[src/rtl/dinogame_input_ctrl.sv]
// rtl/dinogame_input_ctrl.sv - switch synchronise/debounce, jump pulse, debug toggle, frame-latched config
module dinogame_input_ctrl #(
    parameter int DEBOUNCE_CYCLES = 65536,
    parameter int DEFAULT_ACCEL   = 4,
    parameter int DEFAULT_SPEED   = 2
) (
    input  logic       clk,
    input  logic       sys_rst,
    input  logic       jump_raw,
    input  logic       halt_raw,
    input  logic       debug_raw,
    input  logic       cfg_override,
    input  logic [7:0] cfg_in,
    input  logic       frame_start,
    output logic       jump_level,
    output logic       jump_press,
    output logic       halt_level,
    output logic       debug_mode,
    output logic [3:0] cfg_accel,
    output logic [3:0] cfg_speed
);

    localparam int CW = $clog2(DEBOUNCE_CYCLES);
    localparam logic [CW-1:0] CNT_MAX = CW'(DEBOUNCE_CYCLES - 1);
    localparam logic [3:0] ACCEL_RST = 4'(DEFAULT_ACCEL);
    localparam logic [3:0] SPEED_RST = 4'(DEFAULT_SPEED);
    localparam int JUMP  = 0;
    localparam int HALT  = 1;
    localparam int DEBUG = 2;

    logic [2:0]    sw_meta;
    logic [2:0]    sw_sync;
    logic [2:0]    stable;
    logic [2:0]    accept;
    logic [CW-1:0] cnt [3];
    logic          ovr_meta;
    logic          ovr_sync;
    logic [7:0]    cfg_meta;
    logic [7:0]    cfg_sync;
    logic          jump_press_q;
    logic          debug_mode_q;
    logic [3:0]    accel_q;
    logic [3:0]    speed_q;

    // A channel accepts its new level on the edge its counter has already reached the limit.
    always_comb begin
        accept = '0;
        for (int i = 0; i < 3; i++) begin
            accept[i] = (sw_sync[i] != stable[i]) && (cnt[i] == CNT_MAX);
        end
    end

    always_ff @(posedge clk) begin
        if (sys_rst) begin
            sw_meta      <= '0;
            sw_sync      <= '0;
            stable       <= '0;
            ovr_meta     <= 1'b0;
            ovr_sync     <= 1'b0;
            cfg_meta     <= '0;
            cfg_sync     <= '0;
            jump_press_q <= 1'b0;
            debug_mode_q <= 1'b0;
            accel_q      <= ACCEL_RST;
            speed_q      <= SPEED_RST;
            for (int i = 0; i < 3; i++) begin
                cnt[i] <= '0;
            end
        end else begin
            sw_meta  <= {debug_raw, halt_raw, jump_raw};
            sw_sync  <= sw_meta;
            ovr_meta <= cfg_override;
            ovr_sync <= ovr_meta;
            cfg_meta <= cfg_in;
            cfg_sync <= cfg_meta;
            for (int i = 0; i < 3; i++) begin
                if (sw_sync[i] == stable[i]) begin
                    cnt[i] <= '0;
                end else if (accept[i]) begin
                    stable[i] <= sw_sync[i];
                    cnt[i]    <= '0;
                end else begin
                    cnt[i] <= cnt[i] + 1'b1;
                end
            end
            jump_press_q <= accept[JUMP] & sw_sync[JUMP];
            if (accept[DEBUG] && sw_sync[DEBUG]) begin
                debug_mode_q <= ~debug_mode_q;
            end
            // Config only moves at frame boundaries, using the pre-edge synchronised value.
            if (frame_start) begin
                if (ovr_sync) begin
                    accel_q <= cfg_sync[7:4];
                    speed_q <= cfg_sync[3:0];
                end else begin
                    accel_q <= ACCEL_RST;
                    speed_q <= SPEED_RST;
                end
            end
        end
    end

    assign jump_level = stable[JUMP];
    assign halt_level = stable[HALT];
    assign jump_press = jump_press_q;
    assign debug_mode = debug_mode_q;
    assign cfg_accel  = accel_q;
    assign cfg_speed  = speed_q;

endmodule
[config.mk]
export PLATFORM = sky130hd
export DESIGN_NAME = dinogame_input_ctrl
export DESIGN_NICKNAME = d
export VERILOG_FILES = /design/src/rtl/dinogame_input_ctrl.sv
export SDC_FILE = /design/constraint.sdc
export NUM_CORES = 1
export LEC_CHECK = 0
export ABC_AREA = 1
export BUFFER_PORTS_ARGS = -buffer_cell sky130_fd_sc_hd__buf_2
export CORE_MARGIN = 3
export CORE_UTILIZATION = 62
export CTS_BUF_LIST = sky130_fd_sc_hd__clkbuf_8
export CTS_CLUSTER_DIAMETER = 100
export DETAILED_ROUTE_END_ITERATION = 6
export GPL_TIMING_DRIVEN = 0
export PLACE_DENSITY = 0.87
export SYNTH_ARGS = -nofsm -noshare
export SYNTH_HDL_FRONTEND = slang
export SYNTH_SLANG_ARGS = --single-unit
export TNS_END_PERCENT = 30
[constraint.sdc]
create_clock -name clk -period 1.85 [get_ports clk]
set_clock_uncertainty 0.05 [all_clocks]
set_input_delay 0.2775 -clock clk [delete_from_list [all_inputs] [get_ports clk]]
set_output_delay 0.2775 -clock clk [all_outputs]
set_load 0.05 [all_outputs]
==> summary.log <==
[clock_tree] latest clock arrival within the worst-skew pair 0.36 ns
[global_routing] overall fraction of global-route tracks in use 0.2126
[die] Site Rows 28
[setup_path] CP Launch Type flip-flop
[drt] violation count after the first detailed-routing iteration 137
[synthesis] area fraction of the dominant cell type after synthesis 0.3646
[synthesis] Netlist cell types 29
[die] starting density of the core 0.6524
[synthesis] cell type with the largest total area after synthesis edfxtp_1
[timing] min setup slack post-route 0.04476 ns
[clock_tree] maximum level of the CTS H-tree 3
[timing] final count of negative-setup-slack endpoints 0
[synthesis] post-synthesis sequential area ratio 0.5519
[global_routing] number of global-route vias before repair 2963
[job] total of max-cap violations 0
[global_routing] initial antenna violation count 0
[place] Buffers on Ports 24
[clock_tree] root buffer selected by CTS clkbuf_8
[drt] via count 3071
[timing] setup repair after global routing missed its margin true
[die] DIE HEIGHT 85.86 µm
[die] die width 85.86 µm
[setup_path] arrival time worst endpoint 1.88 ns
[die] Core Box Area 6061 µm²
[setup_path] maximum fanout along the worst path 7
[synthesis] syn_area_per_cell 8.885 µm²
[min_path] Worst Hold Class primary input to flip-flop
[drt] drt first pass iters 4
[clock_tree] number of sinks driven by the clock tree 85
[timing] number of endpoints with negative hold slack in the final report 0
[power_and_ir_drop] worst vdd ir 0.7250 mV
[global_routing] wire length of the first global-routing pass 12200 µm
[synthesis] synthesized netlist cell count 445
[die] # IOs 27
[place] routability-driven placement congestion ratio 0.8653
[layout] nets 554
[die] total die area 7371 µm²
[drt] DR WL/cell 12.13 µm
[drt] residual antenna-violating net count after detailed routing 0
[clock_tree] CTS tree done
[outcome] run status completed
[drt] Residual DRC 0
[power_and_ir_drop] power per cell area 769.4 nW/µm²
[place] placed wire-length estimate 5121 µm
[layout] share of final-layout standard cells stronger than drive strength 1 0.1405
[timing] post-layout min period 1.805 ns
[synthesis] flip-flop and latch count after synthesis 85
[clock_tree] clock buffers created by TritonCTS 9
[timing] setup tns final 0 ns
[setup_path] Slowest-stage cell, CP edfxtp_1
[layout] count of inserted antenna diode cells 0
[layout] layout-stage area growth over the synthesis result 17.88%
[timing] maximum clock frequency 553.9 MHz
[global_routing] GRT overflow 0
[synthesis] synthesized area 3954 µm²
[place] setup slack at placement 0.01379 ns
[setup_path] CP Class flip-flop to flip-flop
[drt] final WL 7475 µm
[power_and_ir_drop] overall power of the completed layout 3.586 mW
[synthesis] cell types occupying the most area after synthesis edfxtp_1 (36%), dfxtp_1 (19%), nor2_1 (8.7%)
[clock_tree] number of hold buffers added after CTS 0
[power_and_ir_drop] static power due to leakage 1.923 nW
[timing] Period Utilization, post-route 0.9758
[setup_path] critical path, cell by cell ha_4 > nand3_4 > nor2_4 > nand2_2 > nor2_4 > nand2_2 > nand2_4 > clkbuf_16 > nor2_1
[drt] via density per instance 4.985
[timing] final number of max-transition violations 0
[setup_path] CP peak stage delay 0.43 ns
[setup_path] endpoint kind of the worst setup timing path flip-flop
[global_routing] largest net degree at the start of global routing 18
[synthesis] count of warnings emitted by yosys 0
[clock_tree] clk slew on worst S/H paths 0.10 ns
[setup_path] required time at the worst-slack endpoint 1.92 ns
[clock_tree] buffer depth of the longest clock path 2
==> repair_timing <==
action	4_1_cts	5_1_grt
buffers inserted	0	9
setup endpoints to repair	7	32
resized for setup	2	7
cloned	0	1
pin swaps	0	4
==> sequential cells by signal, summed over array words and instances (netlist names), 3 cells and up <==
signal and flops:
cfg_speed 4, sw_sync 3, cfg_sync 8, cnt 48, cfg_accel 4, cfg_meta 8
stable 3, sw_meta 3
==> power breakdown <==
part           internal (mW)  total [mW]  switching, mW  leakage, nW
combinational         0.0704       0.191          0.120         1.03
sequential              2.06        2.12         0.0541        0.799
clock                  0.524        1.28          0.754       0.0988
total                   2.66        3.59          0.929         1.92
==> Yosys cell counts (all sizes together) <==
cell type,count
nor2,99
edfxtp,48
ha,3
clkbuf,5
o22ai,2
dfxtp,37
inv,60
xor2,15
or2,1
o21ai,3
a21oi,19
conb,1
nand2,81
nand3b,4
nor3,11
buf,3
nand4,10
o21bai,1
xnor2,15
nand3,26
nor3b,1
==> logic make-up (layout without fill, tap and decap cells) <==
group                    Yosys count  after routing  share of synthesized area
AO/OA/AOI/OAI                     25             25                    0.03291
XOR/XNOR                          30             30                    0.06646
adder cells (fa/ha/maj)            3              3                   0.009495
buffers and inverters             68            117                    0.07025
flip-flops                        85             85                     0.5519
other                              1             48                  0.0009485
AND/OR/NAND/NOR                  233            233                     0.2680
==> metrics by stage <==
step,std cells,area (µm²),utilization,hold slack (ns)
after floorplan,492,4130,-,0.3345
after global placement,591,4344,0.7168,0.3407
after detailed placement,591,4344,0.7168,0.3435
after CTS,607,4538,0.7488,0.04379
after global routing,616,4661,0.7690,0.05850
final,616,4661,0.7690,0.05587
==> final timing paths <==
path	startpoint	end	slack [ns]	cells after the start
setup / recovery	cnt[0][1]	cnt[0][12]	0.04	9
hold / removal	cfg_in[0]	cfg_meta[0]	0.06	3
setup reg to reg	cnt[0][1]	cnt[0][12]	0.04	9
hold reg to reg	ovr_meta	ovr_sync	0.35	2
==> routing by layer <==
metal / track usage / vias to the layer above / share of wire
met1: 0.2560 / 1408 / 0.42
met4: 0.1381 / 0 / 0.033
li1: - / 1553 / -
met2: 0.3545 / 84 / 0.51
met5: 0 / - / 0
met3: 0.03266 / 26 / 0.036
==> layout by cell type (no fill, tap or decap), types with 4 or more instances in the layout <==
cell type  instances
xor2_1            15
a21oi_1           19
dfxtp_1           37
nand4_1           10
clkbuf_1           5
edfxtp_1          48
nand3b_1           4
nor3_1             8
buf_4              9
inv_6              4
nand3_1           23
conb_1            48
inv_1             59
nor2_1            92
clkbuf_8           9
nand2_1           74
xnor2_1           15
nand2_2            6
nor2_4             6
buf_2             24
==> area by class of cell <==
cell class / count / area (µm²)
buffer: 7 / 45.04
clock buffer: 9 / 123.9
clock inverter: 7 / 62.56
fill: 403 / 1400
inverter: 60 / 225.2
multi-input combinational: 339 / 1715
sequential: 85 / 2182
tap: 75 / 93.84
timing repair buffer: 34 / 212.7
==> worst max-delay path: cells and delay by family, from the launching register on <==
family                     cells  cell delay [ns]
buffers and inverters          1             0.16
adders and majority gates      1             0.18
and+or+nand+nor                7             0.75
DFF                            1             0.43
Power figures use the tool's default switching activity.
